[config.mk]
export PLATFORM = sky130hd
export DESIGN_NAME = sy_gpio_ctrl_flat
export DESIGN_NICKNAME = d
export VERILOG_FILES = /design/src/rtl/sy_pkg.sv /design/src/rtl/sy_tl_bus.sv /design/src/rtl/sy_gpio_in_cond.sv /design/src/rtl/sy_gpio_ctrl.sv /design/src/flat_wrapper.sv
export SDC_FILE = /design/constraint.sdc
export NUM_CORES = 1
export LEC_CHECK = 0
export BUFFER_PORTS_ARGS = -buffer_cell sky130_fd_sc_hd__buf_2
export CAP_MARGIN = 10
export CORE_MARGIN = 4
export CORE_UTILIZATION = 51
export CTS_BUF_LIST = sky130_fd_sc_hd__clkbuf_4
export CTS_CLUSTER_DIAMETER = 40
export DETAILED_ROUTE_END_ITERATION = 8
export PLACE_DENSITY = 0.88
export SYNTH_ARGS = -nofsm -noshare
export SYNTH_HDL_FRONTEND = slang
export SYNTH_HIERARCHICAL = 1
export SYNTH_SLANG_ARGS = --single-unit
[constraint.sdc]
create_clock -name clk_i -period 1.8 [get_ports clk_i]
set_input_delay 0.27 -clock clk_i [delete_from_list [all_inputs] [get_ports clk_i]]
set_output_delay 0.27 -clock clk_i [all_outputs]
set_load 0.02 [all_outputs]
[src/rtl/sy_pkg.sv]
// Shared TileLink-UL types and opcodes, plus GPIO register offsets and the
// request/response FSM state type.
package sy_pkg;

   localparam int unsigned TL_AW   = 32;
   localparam int unsigned TL_DW   = 64;
   localparam int unsigned TL_MW   = TL_DW / 8;
   localparam int unsigned TL_SRCW = 4;
   localparam int unsigned TL_SZW  = 3;

   localparam logic [2:0] TL_PUT_FULL    = 3'd0;
   localparam logic [2:0] TL_PUT_PARTIAL = 3'd1;
   localparam logic [2:0] TL_GET         = 3'd4;
   localparam logic [2:0] TL_ACK         = 3'd0;
   localparam logic [2:0] TL_ACK_DATA    = 3'd1;

   localparam logic [5:0] GPIO_IN_OFS      = 6'h00;
   localparam logic [5:0] GPIO_OUT_OFS     = 6'h08;
   localparam logic [5:0] GPIO_OE_OFS      = 6'h10;
   localparam logic [5:0] GPIO_RISE_EN_OFS = 6'h18;
   localparam logic [5:0] GPIO_FALL_EN_OFS = 6'h20;
   localparam logic [5:0] GPIO_STATUS_OFS  = 6'h28;
   localparam logic [5:0] GPIO_OUT_SET_OFS = 6'h30;
   localparam logic [5:0] GPIO_OUT_CLR_OFS = 6'h38;

   typedef struct packed {
      logic [2:0]         opcode;
      logic [2:0]         param;
      logic [TL_SZW-1:0]  size;
      logic [TL_SRCW-1:0] source;
      logic [TL_AW-1:0]   address;
      logic [TL_MW-1:0]   mask;
      logic [TL_DW-1:0]   data;
      logic               corrupt;
   } tl_a_t;

   typedef struct packed {
      logic [2:0]         opcode;
      logic [1:0]         param;
      logic [TL_SZW-1:0]  size;
      logic [TL_SRCW-1:0] source;
      logic               sink;
      logic               denied;
      logic [TL_DW-1:0]   data;
      logic               corrupt;
   } tl_d_t;

   typedef enum logic {IDLE, RESP} gpio_tl_state_e;

   // Expand a per-byte write mask into a per-bit mask.
   function automatic logic [TL_DW-1:0] tl_mask_bits(input logic [TL_MW-1:0] m);
      logic [TL_DW-1:0] r;
      r = '0;
      for (int unsigned i = 0; i < TL_MW; i++) begin
         r[i*8 +: 8] = {8{m[i]}};
      end
      return r;
   endfunction

endpackage

[src/rtl/sy_tl_bus.sv]
// TileLink-UL A/B/D channel bundle; the Master modport is the view taken by
// a peripheral sitting on the crossbar.
interface TL_BUS;
   import sy_pkg::*;

   logic  a_valid;
   logic  a_ready;
   tl_a_t a_bits;
   logic  b_valid;
   logic  d_valid;
   logic  d_ready;
   tl_d_t d_bits;

   modport Master (
      input  a_valid, a_bits, d_ready,
      output a_ready, d_valid, d_bits, b_valid
   );
endinterface

[src/rtl/sy_gpio_in_cond.sv]
// GPIO input conditioning: synchroniser, optional debounce and edge detect.
// Debounce is compiled in with SY_GPIO_DEBOUNCE_EN.
module sy_gpio_in_cond #(
   parameter int unsigned W               = 32,
   parameter int unsigned SYNC_STAGES     = 2,
   parameter int unsigned DEBOUNCE_CYCLES = 1000
) (
   input  logic         clk_i,
   input  logic         rst_i,
   input  logic [W-1:0] gpio_i,
   output logic [W-1:0] in_o,
   output logic [W-1:0] rise_o,
   output logic [W-1:0] fall_o
);

   logic [SYNC_STAGES-1:0][W-1:0] sync_q, sync_d;
   logic [W-1:0] sync_val;
   logic [W-1:0] deb;
   logic [W-1:0] prev_q, prev_d;

   always_comb begin
      sync_d   = {sync_q[SYNC_STAGES-2:0], gpio_i};
      sync_val = sync_q[SYNC_STAGES-1];
      prev_d   = deb;
   end

   always_ff @(posedge clk_i or negedge rst_i) begin
      if (!rst_i) begin
         sync_q <= '0;
         prev_q <= '0;
      end else begin
         sync_q <= sync_d;
         prev_q <= prev_d;
      end
   end

`ifdef SY_GPIO_DEBOUNCE_EN
   localparam int unsigned CNT_W = $clog2(DEBOUNCE_CYCLES + 1);

   logic [W-1:0][CNT_W-1:0] cnt_q, cnt_d;
   logic [W-1:0]            deb_q, deb_d;

   // A pin must differ from its debounced value for DEBOUNCE_CYCLES
   // consecutive cycles before the new level is accepted.
   always_comb begin
      deb_d = deb_q;
      cnt_d = '0;
      for (int unsigned i = 0; i < W; i++) begin
         if (sync_val[i] != deb_q[i]) begin
            cnt_d[i] = cnt_q[i] + CNT_W'(1);
            if (cnt_d[i] == CNT_W'(DEBOUNCE_CYCLES)) begin
               deb_d[i] = sync_val[i];
               cnt_d[i] = '0;
            end
         end
      end
   end

   always_ff @(posedge clk_i or negedge rst_i) begin
      if (!rst_i) begin
         cnt_q <= '0;
         deb_q <= '0;
      end else begin
         cnt_q <= cnt_d;
         deb_q <= deb_d;
      end
   end

   assign deb = deb_q;
`else
   localparam int unsigned unused_deb_cycles = DEBOUNCE_CYCLES;
   assign deb = sync_val;
`endif

   assign in_o   = deb;
   assign rise_o = deb & ~prev_q;
   assign fall_o = ~deb & prev_q;

endmodule

[src/rtl/sy_gpio_ctrl.sv]
// TileLink-UL GPIO controller: direction, W1S/W1C output update and latched
// edge interrupts. Optional input debounce via SY_GPIO_DEBOUNCE_EN.
module sy_gpio_ctrl
   import sy_pkg::*;
#(
   parameter int unsigned GPIO_W          = 32,
   parameter int unsigned SYNC_STAGES     = 2,
   parameter int unsigned DEBOUNCE_CYCLES = 1000
) (
   input  logic              clk_i,
   input  logic              rst_i,
   TL_BUS.Master             master,
   input  logic [GPIO_W-1:0] gpio_i,
   output logic [GPIO_W-1:0] gpio_o,
   output logic [GPIO_W-1:0] gpio_oe_o,
   output logic              irq_o
);

   gpio_tl_state_e state_q, state_d;
   tl_d_t          rsp_q, rsp_d;

   logic [GPIO_W-1:0] out_q, out_d;
   logic [GPIO_W-1:0] oe_q, oe_d;
   logic [GPIO_W-1:0] rise_en_q, rise_en_d;
   logic [GPIO_W-1:0] fall_en_q, fall_en_d;
   logic [GPIO_W-1:0] status_q, status_d;

   logic [GPIO_W-1:0] in_val, rise, fall;
   tl_a_t             a_req;
   logic [TL_DW-1:0]  full_mask, rdata;
   logic [GPIO_W-1:0] wmask, wbits, w1c;
   logic [2:0]        reg_idx;
   logic              accept, is_get, is_put, wr;

   sy_gpio_in_cond #(
      .W               (GPIO_W),
      .SYNC_STAGES     (SYNC_STAGES),
      .DEBOUNCE_CYCLES (DEBOUNCE_CYCLES)
   ) u_in_cond (
      .clk_i  (clk_i),
      .rst_i  (rst_i),
      .gpio_i (gpio_i),
      .in_o   (in_val),
      .rise_o (rise),
      .fall_o (fall)
   );

   assign a_req = master.a_bits;

   always_comb begin
      accept    = (state_q == IDLE) && master.a_valid;
      is_get    = (a_req.opcode == TL_GET);
      is_put    = (a_req.opcode == TL_PUT_FULL) || (a_req.opcode == TL_PUT_PARTIAL);
      wr        = accept && is_put;
      reg_idx   = a_req.address[5:3];
      full_mask = tl_mask_bits(a_req.mask);
      wmask     = full_mask[GPIO_W-1:0];
      wbits     = a_req.data[GPIO_W-1:0] & wmask;
      w1c       = (wr && reg_idx == GPIO_STATUS_OFS[5:3]) ? wbits : '0;
   end

   // Register updates; a new edge event beats a same-cycle W1C clear.
   always_comb begin
      out_d     = out_q;
      oe_d      = oe_q;
      rise_en_d = rise_en_q;
      fall_en_d = fall_en_q;
      status_d  = (status_q & ~w1c) | (rise & rise_en_q) | (fall & fall_en_q);
      if (wr) begin
         case (reg_idx)
            GPIO_OUT_OFS[5:3]:     out_d     = (out_q & ~wmask) | wbits;
            GPIO_OE_OFS[5:3]:      oe_d      = (oe_q & ~wmask) | wbits;
            GPIO_RISE_EN_OFS[5:3]: rise_en_d = (rise_en_q & ~wmask) | wbits;
            GPIO_FALL_EN_OFS[5:3]: fall_en_d = (fall_en_q & ~wmask) | wbits;
            GPIO_OUT_SET_OFS[5:3]: out_d     = out_q | wbits;
            GPIO_OUT_CLR_OFS[5:3]: out_d     = out_q & ~wbits;
            default: ;
         endcase
      end
   end

   always_comb begin
      rdata = '0;
      case (reg_idx)
         GPIO_IN_OFS[5:3]:      rdata[GPIO_W-1:0] = in_val;
         GPIO_OUT_OFS[5:3]:     rdata[GPIO_W-1:0] = out_q;
         GPIO_OE_OFS[5:3]:      rdata[GPIO_W-1:0] = oe_q;
         GPIO_RISE_EN_OFS[5:3]: rdata[GPIO_W-1:0] = rise_en_q;
         GPIO_FALL_EN_OFS[5:3]: rdata[GPIO_W-1:0] = fall_en_q;
         GPIO_STATUS_OFS[5:3]:  rdata[GPIO_W-1:0] = status_q;
         default: ;
      endcase
   end

   always_comb begin
      state_d = state_q;
      rsp_d   = rsp_q;
      case (state_q)
         IDLE: begin
            if (accept) begin
               rsp_d        = '0;
               rsp_d.opcode = is_get ? TL_ACK_DATA : TL_ACK;
               rsp_d.size   = a_req.size;
               rsp_d.source = a_req.source;
               rsp_d.denied = !(is_get || is_put);
               rsp_d.data   = is_get ? rdata : '0;
               state_d      = RESP;
            end
         end
         RESP: begin
            if (master.d_ready) state_d = IDLE;
         end
         default: state_d = IDLE;
      endcase
   end

   always_ff @(posedge clk_i or negedge rst_i) begin
      if (!rst_i) begin
         state_q   <= IDLE;
         rsp_q     <= '0;
         out_q     <= '0;
         oe_q      <= '0;
         rise_en_q <= '0;
         fall_en_q <= '0;
         status_q  <= '0;
      end else begin
         state_q   <= state_d;
         rsp_q     <= rsp_d;
         out_q     <= out_d;
         oe_q      <= oe_d;
         rise_en_q <= rise_en_d;
         fall_en_q <= fall_en_d;
         status_q  <= status_d;
      end
   end

   assign master.a_ready = (state_q == IDLE);
   assign master.d_valid = (state_q == RESP);
   assign master.d_bits  = rsp_q;
   assign master.b_valid = 1'b0;

   assign gpio_o    = out_q;
   assign gpio_oe_o = oe_q;
   assign irq_o     = |(status_q & (rise_en_q | fall_en_q));

   logic unused_tl;
   assign unused_tl = ^{a_req.param, a_req.corrupt, a_req.address[TL_AW-1:6],
                        a_req.address[2:0], a_req.data, full_mask};

endmodule

[src/flat_wrapper.sv]
// flat-port wrapper written by rule: the top's interface ports become plain ports
module sy_gpio_ctrl_flat import sy_pkg::*;
#(
   parameter int unsigned GPIO_W          = 32,
   parameter int unsigned SYNC_STAGES     = 2,
   parameter int unsigned DEBOUNCE_CYCLES = 1000
)
  (clk_i, rst_i, gpio_i, gpio_o, gpio_oe_o, irq_o, master_a_valid, master_a_bits, master_d_ready, master_a_ready, master_d_valid, master_d_bits, master_b_valid);
  TL_BUS master_i ();
  input  logic clk_i;
  input  logic rst_i;
  input  logic [GPIO_W-1:0] gpio_i;
  output logic [GPIO_W-1:0] gpio_o;
  output logic [GPIO_W-1:0] gpio_oe_o;
  output logic irq_o;
  input wire logic [$bits(master_i.a_valid)-1:0] master_a_valid;
  input wire logic [$bits(master_i.a_bits)-1:0] master_a_bits;
  input wire logic [$bits(master_i.d_ready)-1:0] master_d_ready;
  output wire logic [$bits(master_i.a_ready)-1:0] master_a_ready;
  output wire logic [$bits(master_i.d_valid)-1:0] master_d_valid;
  output wire logic [$bits(master_i.d_bits)-1:0] master_d_bits;
  output wire logic [$bits(master_i.b_valid)-1:0] master_b_valid;
  assign master_i.a_valid = master_a_valid;
  assign master_i.a_bits = master_a_bits;
  assign master_i.d_ready = master_d_ready;
  assign master_a_ready = master_i.a_ready;
  assign master_d_valid = master_i.d_valid;
  assign master_d_bits = master_i.d_bits;
  assign master_b_valid = master_i.b_valid;
  sy_gpio_ctrl #(.GPIO_W(GPIO_W), .SYNC_STAGES(SYNC_STAGES), .DEBOUNCE_CYCLES(DEBOUNCE_CYCLES)) u_core (.clk_i(clk_i), .rst_i(rst_i), .master(master_i), .gpio_i(gpio_i), .gpio_o(gpio_o), .gpio_oe_o(gpio_oe_o), .irq_o(irq_o));
endmodule
Word-level counts from Yosys, hierarchy flattened
Cells that the tools add are included.

Register bits: 332. Input port bits: 154. Output and inout bits: 147.

Equality and inequality tests: 9. Muxes and demuxes: 8. Bitwise gates (word level): 26. Reductions and logical operators: 15.

Operator list (number): 32-bit AND (12); 32-bit bitwise OR (8); 32-bit case mux with 6 select lines (1); 32-bit NOT (5); 32-bit case mux with 3 select lines (1); 32-bit two-way mux (2); 32-bit OR reduction (1); 3-bit == test, second input constant (5); 2-bit AND reduction (5); 3-bit by 1-bit == test with 1-bit output, second input constant (2); 3-bit by 2-bit == test with 1-bit output, second input constant (2); 3-bit logical NOT (2); 1-bit logical AND (3); 1-bit two-way mux (3); 3-bit nonzero test (1); 1-bit logical OR (2); 1-bit case mux with 2 select lines (1); 1-bit logical NOT (1); 1-bit NOT (1).

Longest topological paths before layout
Gate-level depths: netlist of run 1.

Depth after elaboration: 9. Mapped depth: 7. Mapped depth without buffers: 4.

Hierarchy
Netlist of run 1, hierarchy kept.

By module, submodules not included: sy_gpio_ctrl (times used 1, cells each 866, area an instance 10219.8 um^2, sequential area each 5054.8 um^2); sy_gpio_in_cond (times used 1, cells each 160, area an instance 2962.8 um^2, sequential area each 2402.3 um^2).

Least setup slack after synthesis of run 1
Ideal clock, no wire load.

Kind: register to register. From: register u_core.state_q (netlist: u_core/master.d_valid). To: register with a tool-made name. Library setup time: 0.125 ns. Data arrival time: 1.738 ns. Path slack: -0.063 ns. Cell stages (with the launch flop): 6. Buffers on the path: 1. Cells stage by stage: dfrtp_1 > nand2b_1 > buf_2 > nor3_1 > nand2_1 > mux2_2.

RTL lines: start: declaration (RTL line sy_gpio_ctrl.sv:19) `gpio_tl_state_e state_q, state_d;`; start signal: assignment (RTL line sy_gpio_ctrl.sv:127) `state_q <= state_d;`.

==> reports/results.txt, run 1 <==
die area: 28490 um^2
most frequent cells after synthesis: 298 x dfrtp_1, 132 x mux2_2, 77 x nand2_1
maximum vdd drop: 0.0006320 V
power share of the clock group: 0.322
R2R cell count: 6
sequential share of the synthesized area: 0.5657
nets@finish: 1616
drc violations: 0
cts bufs inserted: 78
CTS tree: built
FF-to-FF Start: u_core/master.d_valid
CP Capture Type: output port
Bufs and invs on worst path: 1
num rows: 58
Die Y: 168.8 um
GR Util met1: 0.3432
placed insts: 1626
Leak Pwr: 8.630 nW
Worst setup SP type: flop
RSZ-0062 raised after global routing: yes
Pins Over Slew Limit: 0
Crit-path slowest cell: dfrtp_1
vias in the first global route: 11290
Layout Skew: 0.04416 ns
Max Root-Sink Buffers: 3
worst path arrival time: 2.11 ns
top_reg_cell synth: dfrtp_1
first-pass iteration count of the detailed router: 5
Vias/cell: 5.807
top cells by area, synth: dfrtp_1 57%, mux2_2 11%, and2b_2 4.3%, mux4_2 3.2%, o21ai_0 2.5%
GRT Resource Usage Total: 0.2713
Synth top area share: 0.5657
CP required: 1.53 ns
P_sw: 5.284 mW
pin count of the biggest net entering global routing: 64
Die Wd: 168.8 um
Core ar.: 25330 um^2
Tmin final: 2.377 ns
Synth Register Bits: 298
Final setup viols: 100
Synth Area per Inst: 12.85 um^2
synth unique cells: 50
Sink Count: 298
Gate power share: 0.217
Sw Ratio: 0.2975
gr busiest metal: met2
final hold vios: 0
worst hold start: master_a_bits[66]
max_cap viols: 0
Detail Route Antenna Nets: 0
cell count of the worst hold path: 5
H-tree depth: 3
delay-heaviest family, CP: simple AND/OR/NAND/NOR gates
met2 global-route usage: 0.4456
Crit Path Class: flop to output port
mapped cell area: 13180 um^2
Post-synth EDFFs: 0
Synth warnings: 6
failing checks: setup timing
critical path fanouts, max: 4
initial antenna violation count: 6
met3 usage: 0.06095
area grow syn2layout: 34.99%
cells along the critical path: o21ai_1, nand4_1, nor4_4, nand2_4, buf_6
outcome: finished, violations left
Finished Layout Cells: 1848
first-pass GRT wire length: 61070 um
Hold WS: 0.09407 ns
Reg power frac: 0.461
Initial DRC Count: 971
setup TNS: -17.42 ns
DRT Wirelength: 39790 um
pwr dens: 998.2 nW/um^2
area leader, netlist: dfrtp_1
final worst slack: -0.5773 ns
Highest Clock Rate: 0.4207 GHz
ratio of cells with drive above 1 in the final layout: 0.4934
clock insertion delay at the later pin of the skew report: 0.70 ns
FFs w/ async S/R, synth: 1.000
Slew @ Worst Pin: 1.198 ns
hpwl dp: 25130 um
most frequent cell after synthesis: dfrtp_1
fill count: 1586
routed via count: 10730
total gr overflow: 0
fin crit share: 1.321
Starting Density: 0.5205
hold crit path type: input port to flop
clk root buf: clkbuf_4
drt wl/cell: 21.53 um
GPL Wtd Cong: 0.8441
Hold Path Sink: u_core/gpio_o[8]
Mapped Cells: 1026
Reg clk slew, reported paths: 0.06 ns
FF-to-FF setup slack: -0.24 ns
internal power: 12.48 mW
relative slew slack: 0.1983
max incr delay on CP: 0.42 ns
port bufs: 192
Ports: 301
==> power groups by stage <==
stage          Clock, mW  Combinational [mW]  Sequential (mW)
5_1_grt             6.27                4.11             8.26
4_1_cts             5.82                3.66             8.11
3_3_place_gp           0                3.18             8.14
3_5_place_dp           0                3.32             8.20
6_report            5.72                3.86             8.18
2_1_floorplan          0                1.79             8.33
==> how the worst max path moves through the flow <==
stage | startpoint | endpoint | depth (start not counted)
global route | flop | irq_o | 6
global placement | master_a_bits[116] | flop | 5
CTS | flop | irq_o | 7
finish | flop | irq_o | 5
detailed placement | master_a_bits[78] | u_core/master.d_bits[28] | 5
floorplan | u_core/master.d_valid | u_core/status_q[0] | 5
==> area by class of cell <==
type,instances,area (um^2),share of cell area
well taps,330,412.9,0.02320
diodes,4,10.01,0.0005625
inverters,13,48.80,0.002742
repair buffers,393,2992,0.1681
flip-flops and latches,298,7458,0.4191
multi-input cells,678,5924,0.3329
clock inverters,19,100.1,0.005625
clock buffers,113,848.3,0.04767
==> layer usage <==
| layer | share of wire | wire length (um) | vias to the layer above |
|---|---|---|---|
| met5 | 0.00078 | 31 | - |
| met4 | 0.048 | 1927 | 4 |
| met3 | 0.081 | 3232 | 134 |
| met2 | 0.49 | 19380 | 576 |
| met1 | 0.38 | 15220 | 5373 |
| li1 | - | - | 4645 |
==> cells by family (layout without fill, tap and decap cells) <==
logic type,Yosys count,after routing,share of synthesized area
DFF,298,298,0.5657
AOI/OAI and AO/OA,241,241,0.1281
and+or+nand+nor,231,231,0.1096
muxes,167,167,0.1576
buffers and inverters,88,538,0.03863
other,1,43,0.0002845
==> tightest hold or removal path, cell delays in order <==
cell	delay [ns]
buf_2	0.10
nand3_1	0.06
buf_4	0.17
nand2_1	0.07
a31oi_1	0.07
==> per-stage QoR <==
step | setup slack (ns) | util | power, mW | cell area (um^2)
after floorplan | -0.01541 | - | 10.13 | 13350
after global placement | -0.1216 | 0.6059 | 11.32 | 15340
after detailed placement | -0.2420 | 0.6059 | 11.52 | 15340
after CTS | -0.6058 | 0.6880 | 17.59 | 17420
after global routing | -0.6727 | 0.7026 | 18.64 | 17790
final | -0.5773 | 0.7026 | 17.76 | 17790
==> placed cells by master, fill, tap and decap left out, types with 10 or more instances in the layout <==
cell type | synthesis | routed
clkinv_1 | 0 | 14
a221o_1 | 32 | 32
buf_12 | 0 | 19
a211oi_2 | 3 | 10
o21ai_0 | 67 | 48
mux2i_1 | 13 | 13
a21boi_2 | 0 | 23
a21oi_1 | 33 | 30
clkbuf_4 | 0 | 113
and2b_2 | 64 | 64
nor2_1 | 19 | 11
o21ai_1 | 0 | 15
buf_4 | 40 | 91
dfrtp_1 | 298 | 297
nand3_1 | 22 | 21
conb_1 | 1 | 39
mux2_2 | 132 | 132
buf_6 | 2 | 17
nand2_1 | 77 | 71
a222oi_1 | 13 | 13
dlygate4sd3_1 | 0 | 75
buf_2 | 11 | 188
a22oi_1 | 19 | 19
mux4_2 | 19 | 19
inv_1 | 12 | 12
==> repair_timing <==
item / 4_1_cts / 5_1_grt
hold endpoints to repair: 462 / 0
cloned: 0 / 0
endpoints found under the setup margin: 122 / 110
hold buffers: 75 / 0
pin swaps: 37 / 13
gates resized for setup: 82 / 60
setup buffers: 6 / 6
(Power assumes the default switching activity.)
==> run 2, diff against run 1 <==
--- a/config.mk
+++ b/config.mk
@@ -5,14 +5,15 @@
 export SDC_FILE = /design/constraint.sdc
 export NUM_CORES = 1
 export LEC_CHECK = 0
+export ABC_AREA = 1
 export BUFFER_PORTS_ARGS = -buffer_cell sky130_fd_sc_hd__buf_2
 export CAP_MARGIN = 10
 export CORE_MARGIN = 4
-export CORE_UTILIZATION = 51
+export CORE_UTILIZATION = 30
 export CTS_BUF_LIST = sky130_fd_sc_hd__clkbuf_4
 export CTS_CLUSTER_DIAMETER = 40
 export DETAILED_ROUTE_END_ITERATION = 8
-export PLACE_DENSITY = 0.88
+export PLACE_DENSITY = 0.6
 export SYNTH_ARGS = -nofsm -noshare
 export SYNTH_HDL_FRONTEND = slang
 export SYNTH_HIERARCHICAL = 1
==> reports/results.txt, run 2 <==
Crit Path Class: flop to output port
fin crit share: 1.276
drc violations: 0
GRT Resource Usage Total: 0.1876
first-pass GRT wire length: 69550 um
Synth warnings: 6
DRT Wirelength: 45510 um
synth unique cells: 24
Hold WS: 0.1178 ns
die area: 48070 um^2
relative slew slack: 0.6599
cells along the critical path: o21ai_1, nand2_1, nor2_2, nand2_2, nor2_4, nand2_2, buf_6
Max Root-Sink Buffers: 3
Core ar.: 44120 um^2
Initial DRC Count: 955
most frequent cell after synthesis: nand2_1
RSZ-0062 raised after global routing: yes
port bufs: 192
top cells by area, synth: dfrtp_1 56%, nand2_1 14%, o21ai_0 8.7%, inv_1 3.9%, nor2_1 3.4%
nets@finish: 2159
Ports: 301
Detail Route Antenna Nets: 0
Reg clk slew, reported paths: 0.07 ns
outcome: finished, violations left
Worst setup SP type: flop
Post-synth EDFFs: 0
sequential share of the synthesized area: 0.5571
final hold vios: 0
FFs w/ async S/R, synth: 1.000
Synth Register Bits: 298
GPL Wtd Cong: 0.8232
CP required: 1.53 ns
Die Wd: 219.2 um
most frequent cells in the layout: 485 x nand2_1, 297 x dfrtp_1, 206 x o21ai_0
num rows: 77
worst hold start: gpio_i[5]
clock insertion delay at the later pin of the skew report: 0.80 ns
fill count: 4508
routed via count: 12530
area of the multi-input gates: 4962 um^2
cts bufs inserted: 87
total gr overflow: 0
Sink Count: 298
vias in the first global route: 12290
most common cell after layout, fill and taps aside: nand2_1
CP Capture Type: output port
pin count of the biggest net entering global routing: 57
Slew @ Worst Pin: 0.5101 ns
failing checks: setup timing
Final setup viols: 1
Top cell by count, worst path: nand2_2
area grow syn2layout: 31.35%
Pins Over Slew Limit: 0
final worst slack: -0.4965 ns
Layout Skew: 0.05634 ns
storage element area: 7458 um^2
critical path fanouts, max: 2
most frequent cells after synthesis: 488 x nand2_1, 298 x dfrtp_1, 234 x o21ai_0
area leader, netlist: dfrtp_1
Die Y: 219.2 um
Tot Pwr: 17.05 mW
pwr dens: 969.5 nW/um^2
FF-to-FF Start: u_core/master.d_valid
worst path arrival time: 2.03 ns
initial antenna violation count: 3
Crit-path slowest cell: dfrtp_1
clk root buf: clkbuf_4
maximum vdd drop: 0.0005353 V
max_cap viols: 0
hpwl dp: 30320 um
Synth Area per Inst: 8.243 um^2
max incr delay on CP: 0.38 ns
hold crit path type: input port to flop
top_reg_cell synth: dfrtp_1
Mapped Cells: 1624
mapped cell area: 13390 um^2
Vias/cell: 4.703
Starting Density: 0.3034
first-pass iteration count of the detailed router: 5
Tmin final: 2.296 ns
ratio of cells with drive above 1 in the final layout: 0.2250
Synth top area share: 0.5571
Highest Clock Rate: 0.4355 GHz
Leak Pwr: 9.066 nW
CTS tree: built
drt wl/cell: 17.08 um
H-tree depth: 3
-- run 2: area by class of cell --
class	count	area share
Inverter	145	0.03095
Multi-Input combinational cell	1099	0.2822
Timing Repair Buffer	374	0.1575
Sequential cell	298	0.4242
Antenna cell	1	0.0001423
Clock inverter	25	0.007401
Tap cell	592	0.04213
Clock buffer	130	0.05550
-- run 2: worst paths after layout --
| check | end | slack (ns) | cells after the start |
|---|---|---|---|
| min in group asynchronous | async pin | 0.14 | 3 |
| hold / removal | u_core/u_in_cond/sync_d[37] | 0.12 | 2 |
| max in group asynchronous | u_core/u_in_cond/sync_d[41] | 1.28 | 3 |
| hold reg to reg | u_core/u_in_cond/in_o[2] | 0.34 | 0 |
| setup reg to reg | u_core/status_q[17] | 0.12 | 8 |
| setup / recovery | irq_o | -0.50 | 7 |
-- run 2: layer usage --
metal	track usage	wire length (um)
met1	0.2516	20070
met2	0.2988	21140
met3	0.04514	3433
met4	0.06341	872
met5	0	0
-- run 2: metrics by stage --
| step | util | std cells | setup TNS, ns | instance area (um^2) | setup slack (ns) |
|---|---|---|---|---|---|
| 2_1_floorplan | - | 1662 | 0 | 13530 | 0.1513 |
| 3_3_place_gp | 0.3498 | 2414 | 0 | 15440 | 0.02473 |
| 3_5_place_dp | 0.3498 | 2414 | -0.2626 | 15440 | -0.05596 |
| 4_1_cts | 0.3955 | 2657 | -0.6450 | 17450 | -0.6450 |
| 5_1_grt | 0.3985 | 2664 | -0.6308 | 17580 | -0.6308 |
| 6_report | 0.3985 | 2664 | -0.4965 | 17580 | -0.4965 |
-- run 2: timing repair --
item,4_1_cts,5_1_grt
endpoints found under the hold margin,502,0
setup endpoints to repair,1,26
gates resized for setup,24,32
buffers inserted,0,6
pin swaps,4,5
hold buffers,88,0
-- run 2: kinds of logic after synthesis --
kind of cell    count (synthesis)  share of synthesized area
other cells                     1                  0.0002801
flops                         298                     0.5571
simple gates                  781                     0.2471
compound gates                279                     0.1049
buf+inv                       265                    0.09066
-- run 2: power breakdown --
group / total [mW] / internal [mW] / switching (mW)
Combinational: 2.84 / 1.03 / 1.81
Clock: 6.43 / 3.44 / 2.99
Sequential: 7.78 / 7.30 / 0.477
Total: 17.0 / 11.8 / 5.28
-- run 2: worst max-delay path: cells and delay by family (launching register included) --
kind | cells | cell delay, ns
buffers and inverters | 1 | 0.14
AOI/OAI and AO/OA | 1 | 0.16
and+or+nand+nor | 5 | 0.54
DFF | 1 | 0.38
==> run 3, diff against run 2 <==
--- a/config.mk
+++ b/config.mk
@@ -5,9 +5,7 @@
 export SDC_FILE = /design/constraint.sdc
 export NUM_CORES = 1
 export LEC_CHECK = 0
-export ABC_AREA = 1
 export BUFFER_PORTS_ARGS = -buffer_cell sky130_fd_sc_hd__buf_2
-export CAP_MARGIN = 10
 export CORE_MARGIN = 4
 export CORE_UTILIZATION = 30
 export CTS_BUF_LIST = sky130_fd_sc_hd__clkbuf_4
==> reports/results.txt, run 3 (synthesis gave the netlist of run 1 again) <==
max incr delay on CP: 0.40 ns
Tot Pwr: 17.97 mW
max_cap viols: 0
Highest Clock Rate: 0.4052 GHz
Crit Path Class: flop to output port
Vias/cell: 4.814
outcome: finished, violations left
nets@finish: 1642
Die Y: 217.6 um
area grow syn2layout: 39.73%
DRT Wirelength: 40400 um
Crit-path slowest cell: dfrtp_1
num rows: 76
Layout Skew: 0.02512 ns
H-tree depth: 3
clk root buf: clkbuf_4
total gr overflow: 0
routed via count: 10240
power share of the clock group: 0.334
setup TNS: -5.609 ns
delay-heaviest family, CP: simple AND/OR/NAND/NOR gates
Sink Count: 298
highest metal used: met5
Finished Layout Cells: 2126
Core ar.: 43270 um^2
critical path depth: 5
hpwl dp: 27770 um
cell count of the worst hold path: 2
RSZ-0062 raised after global routing: yes
pin count of the biggest net entering global routing: 62
Detail Route Antenna Nets: 0
initial antenna violation count: 3
Worst setup SP type: flop
fill count: 4061
GRT Resource Usage Total: 0.1690
Gate power share: 0.212
Starting Density: 0.3047
DR WL met3: 2071 um
Ports: 301
hold crit path type: input port to flop
final worst slack: -0.6680 ns
final hold vios: 0
P_sw: 5.288 mW
CTS tree: built
maximum vdd drop: 0.0004576 V
critical path fanouts, max: 2
Reg clk slew, reported paths: 0.06 ns
Tmin final: 2.468 ns
pre-CTS WS: -0.1555 ns
most common cell after layout, fill and taps aside: dfrtp_1
worst path arrival time: 2.20 ns
port bufs: 192
cts bufs inserted: 86
placed insts: 1892
Sw Ratio: 0.2944
Hold WS: 0.1470 ns
FF-to-FF Start: u_core/master.d_valid
Leak Pwr: 8.768 nW
CP Capture Type: output port
Bufs and invs on worst path: 1
cells along the critical path: o21ai_2, nand4_1, nor4_4, nand2_4, buf_6
worst hold start: gpio_i[7]
first-pass GRT wire length: 61800 um
Pins Over Slew Limit: 0
internal power: 12.68 mW
die area: 47360 um^2
drc violations: 0
area of the multi-input gates: 5959 um^2
fin crit share: 1.371
Final setup viols: 82
Initial DRC Count: 563
storage element area: 7466 um^2
metal1 wirelength: 17820 um
Max Root-Sink Buffers: 3
GPL Wtd Cong: 0.7687
vias in the first global route: 10720
Reg power frac: 0.454
CP required: 1.53 ns
most frequent cells in the layout: 291 x dfrtp_1, 187 x buf_2, 131 x mux2_2
R2R cell count: 5
pwr dens: 975.3 nW/um^2
Die Wd: 217.6 um
drt wl/cell: 19.00 um
clock insertion delay at the later pin of the skew report: 0.76 ns
ratio of cells with drive above 1 in the final layout: 0.5146
first-pass iteration count of the detailed router: 5
met2 WL: 19190 um
failing checks: setup timing
==> run 3: cell count changes in the layout (fill, tap and decap cells not counted), sizes merged, moves of 63 or more <==
cell and change:
mux2 +135, nand2 -406, nand3 -71, and2b +64
nor2 -102, nand4 -63, inv -132, o21ai -196
==> run 3: path summary, 6_finish.rpt <==
kind / to / slack, ns
worst max-delay path: irq_o / -0.67
worst min-delay path: u_core/u_in_cond/sync_d[39] / 0.15
worst max register to register: flop / -0.13
worst min register to register: u_core/u_in_cond/in_o[29] / 0.34
max in group asynchronous: async pin / 1.25
min in group asynchronous: u_core/u_in_cond/in_o[9] / 0.17
==> run 3: power groups by stage <==
stage | Sequential (mW) | Clock [mW] | Combinational (mW)
finish | 8.16 | 6.00 | 3.80
global route | 8.27 | 6.61 | 4.13
floorplan | 8.33 | 0 | 1.79
global placement | 8.18 | 0 | 3.28
CTS | 8.12 | 6.29 | 3.70
detailed placement | 8.20 | 0 | 3.36
==> run 3: metrics by stage <==
step / cell area [um^2] / utilization
4_1_cts: 17950 / 0.4150
3_3_place_gp: 15780 / 0.3648
2_1_floorplan: 13350 / -
5_1_grt: 18420 / 0.4257
6_report: 18420 / 0.4257
3_5_place_dp: 15780 / 0.3648
==> run 3: cell type report <==
cell class	count	area share
flip-flops and latches	298	0.4053
multi-input cells	678	0.3235
repair buffers	411	0.1738
clock buffers	120	0.04891
well taps	585	0.03974
clock inverters	19	0.005706
inverters	13	0.002785
diodes	2	0.0002717
==> run 3: repair_timing <==
action                     4_1_cts  5_1_grt
setup endpoints to repair       97      156
pin swaps                       34       24
gates resized for setup         73       90
hold endpoints to repair       500        0
hold buffers                    81        0
gates cloned                     0        0
buffers inserted                 8        6
==> run 3: worst register-to-register path: cells and delay by family (launching register included) <==
kind	cells	cell delay [ns]
buf+inv	1	0.13
flops	1	0.41
mux	1	0.32
simple gates	3	0.94
==> run 3: per-layer routing <==
metal,GRT usage,vias to the layer above
li1,-,4692
met1,0.2241,5188
met2,0.2655,275
met3,0.03929,78
met4,0.07441,2
met5,0,-
